==> config.mk <==
export PLATFORM = sky130hd
export DESIGN_NAME = pulse_pacer_flat
export DESIGN_NICKNAME = d
export VERILOG_FILES = /design/src/rtl/pulse_pacer_if.sv /design/src/rtl/pulse_pacer.sv /design/src/flat_wrapper.sv
export SDC_FILE = /design/constraint.sdc
export NUM_CORES = 1
export LEC_CHECK = 0
export CORE_MARGIN = 4
export CORE_UTILIZATION = 39
export DETAILED_ROUTE_END_ITERATION = 10
export GPL_TIMING_DRIVEN = 0
export PLACE_DENSITY_LB_ADDON = 0.05
export SYNTH_ARGS = -nofsm -noshare
export SYNTH_HDL_FRONTEND = slang
export SYNTH_SLANG_ARGS = --single-unit
==> constraint.sdc <==
create_clock -name clk -period 3.9 [get_ports clk]
set_input_delay 0.39 -clock clk [delete_from_list [all_inputs] [get_ports clk]]
set_output_delay 0.39 -clock clk [all_outputs]
set_load 0.05 [all_outputs]
==> src/rtl/pulse_pacer_if.sv <==
// Event/pulse bus between a requester and the pulse pacer.
// The master raises events; the slave (the pacer) reports pulses and status.
interface pulse_pacer_if #(
    parameter int CNT_W = 4
);
    logic             evt;
    logic             en;
    logic             clr_ovf;
    logic             pulse;
    logic [CNT_W-1:0] pending;
    logic             busy;
    logic             ovf;

    modport master (
        output evt, en, clr_ovf,
        input  pulse, pending, busy, ovf
    );

    modport slave (
        input  evt, en, clr_ovf,
        output pulse, pending, busy, ovf
    );
endinterface

==> src/rtl/pulse_pacer.sv <==
// Turns bursts of event requests into single-cycle pulses spaced at least GAP
// cycles apart, counting events that are waiting and flagging any that are dropped.
module pulse_pacer #(
    parameter int GAP   = 4,
    parameter int CNT_W = 4
) (
    input  logic          clk,
    input  logic          rst,
    pulse_pacer_if.slave  bus
);
    localparam logic [7:0]       GAP_RELOAD = 8'(GAP - 1);
    localparam logic [CNT_W-1:0] PEND_MAX   = '1;

    logic             pulse_q, pulse_d;
    logic [CNT_W-1:0] pend_q,  pend_d;
    logic [7:0]       gcnt_q,  gcnt_d;
    logic             ovf_q,   ovf_d;
    logic             issue;
    logic             drop;

    // Returns {drop, next_count}; an increment at the ceiling is refused
    // unless an issue cancels it out in the same cycle.
    function automatic logic [CNT_W:0] pend_next(
        input logic [CNT_W-1:0] cur,
        input logic             inc,
        input logic             dec
    );
        logic [CNT_W-1:0] nxt;
        logic             dropped;
        nxt     = cur;
        dropped = 1'b0;
        if (inc && !dec) begin
            if (cur == PEND_MAX) begin
                dropped = 1'b1;
            end else begin
                nxt = cur + 1'b1;
            end
        end else if (dec && !inc) begin
            nxt = cur - 1'b1;
        end
        return {dropped, nxt};
    endfunction

    always_comb begin
        issue   = bus.en && (gcnt_q == 8'd0) && (pend_q != '0);
        pulse_d = issue;
        gcnt_d  = gcnt_q;
        if (issue) begin
            gcnt_d = GAP_RELOAD;
        end else if (gcnt_q != 8'd0) begin
            gcnt_d = gcnt_q - 8'd1;
        end
        {drop, pend_d} = pend_next(pend_q, bus.evt, issue);
        // A drop in the same cycle as a clear keeps the flag set.
        ovf_d = ovf_q;
        if (drop) begin
            ovf_d = 1'b1;
        end else if (bus.clr_ovf) begin
            ovf_d = 1'b0;
        end
    end

    always_ff @(posedge clk) begin
        if (rst) begin
            pulse_q <= 1'b0;
            pend_q  <= '0;
            gcnt_q  <= 8'd0;
            ovf_q   <= 1'b0;
        end else begin
            pulse_q <= pulse_d;
            pend_q  <= pend_d;
            gcnt_q  <= gcnt_d;
            ovf_q   <= ovf_d;
        end
    end

    assign bus.pulse   = pulse_q;
    assign bus.pending = pend_q;
    assign bus.busy    = (pend_q != '0) || (gcnt_q != 8'd0);
    assign bus.ovf     = ovf_q;
endmodule
==> src/flat_wrapper.sv <==
// flat-port wrapper written by rule: the top's interface ports become plain ports
module pulse_pacer_flat 
#(
    parameter int GAP   = 4,
    parameter int CNT_W = 4
)
  (clk, rst, bus_evt, bus_en, bus_clr_ovf, bus_pulse, bus_pending, bus_busy, bus_ovf);
  pulse_pacer_if #(.CNT_W(CNT_W)) bus_i ();
  input  logic clk;
  input  logic rst;
  input wire logic [$bits(bus_i.evt)-1:0] bus_evt;
  input wire logic [$bits(bus_i.en)-1:0] bus_en;
  input wire logic [$bits(bus_i.clr_ovf)-1:0] bus_clr_ovf;
  output wire logic [$bits(bus_i.pulse)-1:0] bus_pulse;
  output wire logic [$bits(bus_i.pending)-1:0] bus_pending;
  output wire logic [$bits(bus_i.busy)-1:0] bus_busy;
  output wire logic [$bits(bus_i.ovf)-1:0] bus_ovf;
  assign bus_i.evt = bus_evt;
  assign bus_i.en = bus_en;
  assign bus_i.clr_ovf = bus_clr_ovf;
  assign bus_pulse = bus_i.pulse;
  assign bus_pending = bus_i.pending;
  assign bus_busy = bus_i.busy;
  assign bus_ovf = bus_i.ovf;
  pulse_pacer #(.GAP(GAP), .CNT_W(CNT_W)) u_core (.clk(clk), .rst(rst), .bus(bus_i));
endmodule
==> key figures <==
STA
  • Sum Neg Setup Slack: 0 ps
  • Final Max Tran Viols: 0
  • Final setup fails: 0
  • Hold Violations, Final: 0
  • Clk_skew: 3.966 ps
  • Tightest Pin Transition: 495.7 ps
  • Unrepaired setup endpoints after global routing: false
  • Fmax: 0.4155 GHz
  • Fin crit share: 0.6171
  • Minimum clock period: approximately 2400 ps
  • Hold_ws: slightly above 500 ps
  • Relative slew slack: 0.6685

Run status
  • Outcome: finished, final reports clean

Worst setup path
  • CP Max Fanout: 6
  • Required time at the worst-slack endpoint: 4080 ps
  • Cell Chain, Critical Path: o41a_1, nand4_4, nand2_1, ha_1, nand3_1, and3_1, mux2i_1, mux2_2
  • CP max stage delay: 500 ps
  • Worst setup EP type: register
  • CP top delay family: simple AND/OR/NAND/NOR gates
  • Crit path launch: u_core.bus.pending[2]$_SDFFE_PP0P_
  • Crit path kind: register to register
  • Stages on the worst setup path: 8
  • CP Buf/Inv Count: 0
  • Cells on worst reg2reg path: 8
  • CP arrival: 2590 ps
  • R2r endpoint: u_core.bus.pending[3]$_SDFFE_PP0P_
  • R2r setup slk: approximately 1500 ps
  • CP Launch Type: register
  • Reg2reg start: u_core.bus.pending[2]$_SDFFE_PP0P_
  • Slowest-stage cell, CP: o41a_1

Global routing
  • Pin count of the biggest net entering global routing: 11
  • Number of global-route vias before repair: 533
  • First-pass GRT wire length: between 2 and 2.5 mm
  • Grt total ovfl: 0
  • Initial antenna violation count: 0
  • Gr usage total: 0.1167

Die
  • DIE HEIGHT: 52.53 um
  • Row cnt: 15
  • Die ar.: 2759 sq um
  • Core area: 1802 sq um
  • Initial core utilization: 0.4292
  • I/O pins: 12
  • Die width: about 53 um

Min path
  • Worst hold stages: 2
  • Hold Path End: u_core.bus.ovf$_SDFFE_PP0P_
  • Hold path start: u_core.bus.ovf$_SDFFE_PP0P_
  • Type of the tightest min-delay check: register to register

Route
  • Total number of vias: 578
  • Drt via density: 4.817
  • WL final: about 1.4 mm
  • DR WL/cell: 11.82 um
  • Residual DRC: 0
  • 1st-pass router iterations: 4
  • Initial DRC count: 11
  • Detail Route Antenna Nets: 0

Synth
  • Synth cell types: 29
  • Yosys warning count: 0
  • Top_reg_cell synth: dfxtp_1
  • Avg Synthesized Cell Area: 9.666 sq um
  • Ys async rst share: 0
  • Largest cells by area after synthesis: dfxtp_1 (36%), nor2_1 (6.8%), ha_1 (6.5%), mux2_4 (3.9%), xnor2_1 (3.4%)
  • Synth area leader: dfxtp_1
  • Mapped Cells: 80
  • Syn_nets: 90
  • Post-synth top cells: dfxtp_1 (14), nor2_1 (14), ha_1 (4), inv_1 (4), nand2_1 (4)
  • Post-synth top area share: 0.3625
  • Sequential area share after synthesis: 0.3625
  • Post-synth EDFFs: 0
  • Cell Area, Synth: between 700 and 800 sq um
  • #FFs+latches synth: 14

Power and ir drop
  • Gate power share: 0.518
  • Power share of the clock group: 0.148
  • Net Sw Power: 328.6 uW
  • Pwr Total: 740.2 uW
  • Maximum VDD drop: 0.0004355 V
  • Leakage power: 0.0003853 uW
  • Power share of the sequential group: 0.334
  • Switching fraction of total power: 0.4440
  • Cell Pwr Density: about 780 nW/um^2
  • Internal power: 411.5 uW

Cells and area
  • Layout cell share with drive strength beyond 1: 0.1053
  • Area of the multi-input gates: 474.2 sq um
  • Nets: between 100 and 150
  • Fillers: 183
  • Antenna diode count: 0
  • Final Cell Area: 950.9 sq um
  • Sequential Area: around 280 sq um
  • Layout area overhead: 22.98%
  • Finished Layout Cells: 120

Clocking
  • CTS Buffer Depth: 2
  • Post-CTS Setup Inserts: 0
  • Total CTS buffers: 3
  • CTS Hold Buffers Added: 0
  • Worst-skew pair later-pin latency: roughly 280 ps
  • CTS tree: done
  • Clk pin slew, worst setup/hold paths: 100 ps
  • CTS H-Tree Depth: 1
  • Root Driver: clkbuf_4
  • Clock sinks: 14
  • Post-CTS resize count: 0

Placement
  • PortBufs: 11
  • Hpwl dp: approximately 1.1 mm
  • Placed cells: 116
  • RePlAce Congestion: roughly 0.72
  • DP Area: ~910 sq um

Job
  • Total of max-cap violations: 0
[routing by layer]
layer / global-route usage / vias to the layer above / part of all wire
met5: 0 / - / 0
met4: 0.08511 / 0 / 0.0071
met3: 0.02849 / 2 / 0.047
met2: 0.1632 / 8 / 0.40
met1: 0.1528 / 256 / 0.55
li1: - / 312 / -
[flip-flops by register name (all words and copies together) (netlist names)]
register and flops:
u_core.bus.ovf 1, u_core.bus.pulse 1, u_core.gcnt_q 8, u_core.bus.pending 4
[cell families (layout without fill, tap and decap cells)]
group	Yosys count	count (layout)	synth area share
xor+xnor	6	6	0.06797
buf+inv	5	20	0.02426
compound gates	8	8	0.07767
mux	6	6	0.1084
flops	14	14	0.3625
fa+ha+maj	5	5	0.09062
simple gates	36	36	0.2686
[how the worst max path moves through the flow]
| stage | end |
|---|---|
| after floorplan | u_core.bus.pending[3]$_SDFFE_PP0P_ |
| after global placement | u_core.bus.pending[3]$_SDFFE_PP0P_ |
| after detailed placement | u_core.bus.pending[3]$_SDFFE_PP0P_ |
| after CTS | bus_busy |
| after global routing | u_core.bus.pending[3]$_SDFFE_PP0P_ |
| final | u_core.bus.pending[3]$_SDFFE_PP0P_ |
[through the flow]
stage          utilization  worst slack, ps
6_report            0.5278             1493
5_1_grt             0.5278             1293
4_1_cts             0.5278             1469
3_5_place_dp        0.5076             1277
3_3_place_gp        0.5076             1260
2_1_floorplan            -             1411
[layout make-up]
class | instances | share of cell area
Multi-Input combinational cell | 61 | 0.4987
Sequential cell | 14 | 0.2947
Timing Repair Buffer | 11 | 0.1158
Clock buffer | 4 | 0.03816
Tap cell | 25 | 0.03289
Buffer | 1 | 0.003947
Inverter | 4 | 0.01579
[worst min-delay path, stage by stage (launching register included)]
cell     delay, ps
dfxtp_1        350
a32oi_1         60
nor2_1          70
[power by group through the flow]
stage	Combinational (uW)	Clock, uW	Sequential [uW]
after detailed placement	384	0	250
after floorplan	255	0	290
final	384	109	247
after global routing	423	117	254
after CTS	387	113	247
after global placement	382	0	248
[cell usage in the layout (no fill, tap or decap), drive strengths merged]
cell / Yosys / routed
ha: 4 / 4
o41a: 1 / 1
a32oi: 1 / 1
nor2: 14 / 14
nor2b: 3 / 3
o31ai: 1 / 1
nand2b: 3 / 3
mux2: 3 / 3
clkdlybuf4s50: 0 / 11
mux2i: 3 / 3
inv: 4 / 4
nor4: 2 / 2
nand3: 2 / 2
clkbuf: 1 / 5
nor3: 3 / 3
nand2: 4 / 4
dfxtp: 14 / 14
xnor2: 3 / 3
nand4: 2 / 2
or4: 1 / 1
xor2: 3 / 3
fa: 1 / 1
a211oi: 3 / 3
and3: 1 / 1
and4: 1 / 1
a21oi: 2 / 2
No activity file was read; power rests on OpenSTA's default activity.
